[src/rtl/bmu_iterative.sv]
// bmu_iterative: multi-cycle CLZ/CTZ/CPOP/CLMUL/CLMULH/CLMULR unit with start/busy/done handshake
module bmu_iterative #(
  parameter int XLEN = 32,
  parameter int STEP = 4
) (
  input  logic            clk,
  input  logic            rst_n,
  input  logic            start,
  input  logic [4:0]      option,
  input  logic [XLEN-1:0] in_x,
  input  logic [XLEN-1:0] in_y,
  input  logic            flush,
  output logic            busy,
  output logic            done,
  output logic [XLEN-1:0] result
);
  localparam int NCYC = XLEN / STEP;
  localparam int CW   = $clog2(NCYC) + 1;
  localparam int NW   = $clog2(XLEN) + 1;
  localparam logic [4:0] OP_CLMUL = 5'd1, OP_CLMULH = 5'd2, OP_CLMULR = 5'd3;
  localparam logic [4:0] OP_CLZ = 5'd4, OP_CPOP = 5'd5;

  if (XLEN % STEP != 0) begin : g_bad_step
    $error("bmu_iterative: STEP must divide XLEN");
  end

  typedef enum logic [1:0] {IDLE, RUN, DONE} state_t;

  state_t              r_state;
  logic [4:0]          r_op;
  logic [CW-1:0]       r_cnt;
  logic [2*XLEN-1:0]   r_sh, r_acc, w_acc;
  logic [XLEN-1:0]     r_y, w_res;
  logic [NW-1:0]       r_num, w_num;
  logic                r_found, w_found, w_bit, w_ok, w_left;

  // CLZ and CLMUL walk the operand upward via left shifts; CTZ/CPOP walk it down
  always_comb begin
    w_num   = r_num;
    w_found = r_found;
    w_acc   = r_acc;
    w_bit   = 1'b0;
    for (int j = 0; j < STEP; j++) begin
      w_bit   = (r_op == OP_CLZ) ? r_sh[XLEN-1-j] : r_sh[j];
      w_found = w_found | w_bit;
      w_num   = w_num + NW'((r_op == OP_CPOP) ? w_bit : !w_found);
      w_acc   = r_y[j] ? (w_acc ^ (r_sh << j)) : w_acc;
    end
    w_res  = (r_op == OP_CLMUL)  ? w_acc[XLEN-1:0] :
             (r_op == OP_CLMULH) ? w_acc[2*XLEN-1:XLEN] :
             (r_op == OP_CLMULR) ? w_acc[2*XLEN-2:XLEN-1] : XLEN'(w_num);
    w_ok   = (option >= OP_CLMUL) && (option <= 5'd6);
    w_left = (r_op == OP_CLZ) || (r_op <= OP_CLMULR);
  end

  always_ff @(posedge clk or negedge rst_n) begin
    if (!rst_n) begin
      r_state <= IDLE;
      busy    <= 1'b0;
      done    <= 1'b0;
      result  <= '0;
      r_op    <= '0;
      r_cnt   <= '0;
      r_sh    <= '0;
      r_acc   <= '0;
      r_y     <= '0;
      r_num   <= '0;
      r_found <= 1'b0;
    end else if (flush) begin
      r_state <= IDLE;
      busy    <= 1'b0;
      done    <= 1'b0;
    end else if (r_state == RUN) begin
      r_cnt   <= r_cnt + 1'b1;
      r_num   <= w_num;
      r_found <= w_found;
      r_acc   <= w_acc;
      r_y     <= r_y >> STEP;
      r_sh    <= w_left ? (r_sh << STEP) : (r_sh >> STEP);
      if (r_cnt == CW'(NCYC - 1)) begin
        r_state <= DONE;
        busy    <= 1'b0;
        done    <= 1'b1;
        result  <= w_res;
      end
    end else if (start) begin
      r_op    <= option;
      r_cnt   <= '0;
      r_acc   <= '0;
      r_num   <= '0;
      r_found <= 1'b0;
      r_sh    <= {{XLEN{1'b0}}, in_x};
      r_y     <= in_y;
      r_state <= w_ok ? RUN : DONE;
      busy    <= w_ok;
      done    <= !w_ok;
      if (!w_ok) result <= in_x;
    end else begin
      r_state <= IDLE;
      done    <= 1'b0;
    end
  end
endmodule
[config.mk]
export PLATFORM = sky130hd
export DESIGN_NAME = bmu_iterative
export DESIGN_NICKNAME = d
export VERILOG_FILES = /design/src/rtl/bmu_iterative.sv
export SDC_FILE = /design/constraint.sdc
export NUM_CORES = 1
export LEC_CHECK = 0
export ABC_AREA = 1
export CELL_PAD_IN_SITES_DETAIL_PLACEMENT = 0
export CELL_PAD_IN_SITES_GLOBAL_PLACEMENT = 1
export CORE_UTILIZATION = 43
export CTS_CLUSTER_SIZE = 14
export DETAILED_ROUTE_END_ITERATION = 6
export HOLD_SLACK_MARGIN = 0.03
export PLACE_DENSITY = 0.92
export SETUP_SLACK_MARGIN = 0.1
export SYNTH_ARGS = -nofsm -noshare
export SYNTH_HDL_FRONTEND = slang
export SYNTH_SLANG_ARGS = --single-unit
[constraint.sdc]
create_clock -name clk -period 4.4 [get_ports clk]
set_input_delay 0.66 -clock clk [delete_from_list [all_inputs] [get_ports clk]]
set_output_delay 0.66 -clock clk [all_outputs]
set_load 0.005 [all_outputs]
==> flow_summary.toml <==
[sta]
finalSetupTns_ps = 0
min_period_over_period_pct = 85.3
clock.fmax_ghz = 0.267
finalCriticalPeriod_ps = 3750
slew_headroom_pct = 24.3
finalHoldViolations = 0
rsz0062_at_grt = "false"
timing.hold.ws_ps = 154
report.final.slew_viol_count = 0
setup_violations = 0
fin_skew_ps = 15.8
tightest_slew_ps = 1130

[setup_path]
required_ps = 4860
crit_path_top_delay_cell = "fa_1"
cp_slowest_stage_delay_ps = 470
critPathKind = "reg2reg"
cp-end-kind = "flip-flop"
cp_top_family = "adder cells"
arrival_ps = 4210
crit_chain = "nor2_4 > nand4_4 > o21ai_0 > nor2_1 > nand3b_1 > nor2_1 > a21oi_1 > fa_1 > fa_1 > fa_1 > nor2_1 > xor2_1 > inv_1 > o21ai_0 > nand2_1 > nand2_1 > nand2_1 > a21oi_1"
critPathBufInv = 1
worst-path-max-fanout = 9
crit_path_start_kind = "flip-flop"

[placement]
port_buffers = 106
place_area_mm2 = 0.0158
dp_hpwl_um = 30800
gp_congestion = 0.899

[hold_path]
hold_class = "in2async"

[cts]
cts-root-buf = "clkbuf_16"
clk_latency_ps = 530
cts.reportedPaths.clkPinSlew_ps = 70
post-cts-setup-buffers = 0
postCtsHoldBufs = 0
cts_buffer_depth = 3
cts_sinks = 211
cts_inserted_buffers = 25
ctsResizeCount = 0
cts_tree = "done"
h-tree-depth = 1

[detailed_routing]
firstDrtPassIters = 7
wire_per_inst_um = 18.2
drtIter0Drc = 1514
drc = 0
ant_nets = 0
dr_total_vias = 15200
avgViaCountPerCell = 5.77
wirelength_um = 48000

[cells_and_area]
antenna_cells = 0
layout.nets = 2255
syn_to_final_growth_pct = 14.4
nFillCells = 3271
postLayoutCellArea_mm2 = 0.0167
drive_gt1_share_pct = 3.92
final_util_pct = 49.9

[global_route]
grt_pass1_vias = 14400
grt_usage_pct = 27.9
grt_pass1_wl_um = 76400
grt_max_degree = 108
antenna_found_initial = 0
grt_overflow = 0

[power_and_ir_drop]
finalPower_w = 0.00685
power_density_mw_per_mm2 = 410
ir_worst_vdd_uv = 268
leakage_nw = 7.97

[synth]
seq_area_frac_synth_pct = 36.2
syn_nets = 2235
synth_top_area_share_pct = 36.2
ys_types = 33
synth_warnings = 0
synth_top_area_cell = "dfrtp_1"
syn_area_mm2 = 0.0146
synth_area_per_cell_um2 = 6.77
synth_cells = 2157
synth-edff-count = 0
async_reset_ff_share_pct = 100
synth_seq_cells = 211
synthTopCellsByArea = "dfrtp_1 (36%), nand2_1 (15%), nand3_1 (11%)"
ys.flop_type = "dfrtp_1"

[floorplanning]
coreArea_mm2 = 0.0334
ios = 107
die_w_um = 186
die_height_um = 186
fp-row-count = 67
start_util_pct = 43.7
dieArea_mm2 = 0.0347

[status]
status = "finished clean"

[run]
cap_violations = 0
[logic make-up after synthesis]
family | synth area share (%)
AND/OR/NAND/NOR | 28.3
AO/OA/AOI/OAI | 19.9
buffers and inverters | 10.7
flip-flops | 36.2
XOR/XNOR | 4.32
adder cells (fa/ha/maj) | 0.583
[through the flow]
step	instances	setup WS, ps
floorplan	2157	1070
global placement	2598	814
detailed placement	2598	703
CTS	2643	703
global route	2643	309
finish	2643	648
[cells in the mapped netlist, types with 2 or more instances]
master,n
o211ai_1,76
buf_1,8
o21ai_0,158
a31oi_1,4
a22oi_1,31
nand3_1,314
buf_2,53
a21oi_1,185
ha_1,2
a32o_1,3
clkbuf_1,58
inv_2,8
xnor2_1,64
o21ai_1,15
o22ai_1,35
fa_1,3
nand2_1,601
xor2_1,8
buf_4,8
dfrtp_1,211
nand2_2,3
nand3b_1,3
nor2_1,46
buf_6,4
inv_1,243
nor2_4,6
[area by class of cell]
class	instances	area (µm²)	share of cell area [%]
clock buffers	37	761	4.56
clock inverters	8	145	0.869
inverters	251	945	5.66
multi-input cells	1564	7770	46.6
flip-flops and latches	211	5290	31.7
well taps	448	561	3.36
repair buffers	124	1230	7.34
[final timing paths]
kind,end,slack (ps),cells after the start,start
worst max-delay path,result[4]$_DFFE_PN0P_,650,18,r_op[4]$_DFFE_PN0P_
worst min-delay path,r_acc[14]$_DFFE_PN0P_,150,1,rst_n
worst max register to register,result[4]$_DFFE_PN0P_,650,18,r_op[4]$_DFFE_PN0P_
worst min register to register,r_y[6]$_DFFE_PN0P_,490,2,r_y[6]$_DFFE_PN0P_
max in group asynchronous,result[26]$_DFFE_PN0P_,3240,2,rst_n
min in group clk,r_y[6]$_DFFE_PN0P_,490,2,r_y[6]$_DFFE_PN0P_
[sequential cells by signal, indices dropped and copies added, names as in the netlist]
register,cells
busy,1
done,1
r_acc,64
r_cnt,4
r_found,1
r_num,6
r_op,5
r_sh,64
r_state,1
r_y,32
result,32
[report_power, final]
part	switching (W)	internal (W)	total, W
Clock	0.000878	0.00142	0.00230
Combinational	0.00129	0.000767	0.00206
Sequential	0.000328	0.00217	0.00249
Total	0.00250	0.00436	0.00685
[layout by cell type, fill, tap and decap left out, types with 2 or more instances in the layout]
cell,instances
a21oi_1,185
a22oi_1,31
a31oi_1,4
a32o_1,3
buf_12,2
buf_4,16
bufinv_16,4
clkbuf_1,3
clkbuf_16,25
clkbuf_8,9
clkdlybuf4s50_1,105
clkinv_2,2
clkinvlp_4,2
dfrtp_1,207
dfrtp_2,3
fa_1,3
ha_1,2
inv_1,243
inv_2,7
nand2_1,601
nand2_2,2
nand3_1,314
nand3b_1,3
nor2_1,45
nor2_4,7
o211ai_1,76
o21ai_0,158
o21ai_1,15
o22ai_1,35
xnor2_1,64
xor2_1,8
[layer usage]
metal	GRT usage, %	wire length [µm]	vias to the layer above
met5	0	0	-
met4	11.5	1700	0
met3	4.38	4010	101
met2	44.5	21700	690
met1	37.8	20600	7249
li1	-	-	7202
Note: power is estimated with default switching activity, not from simulation.
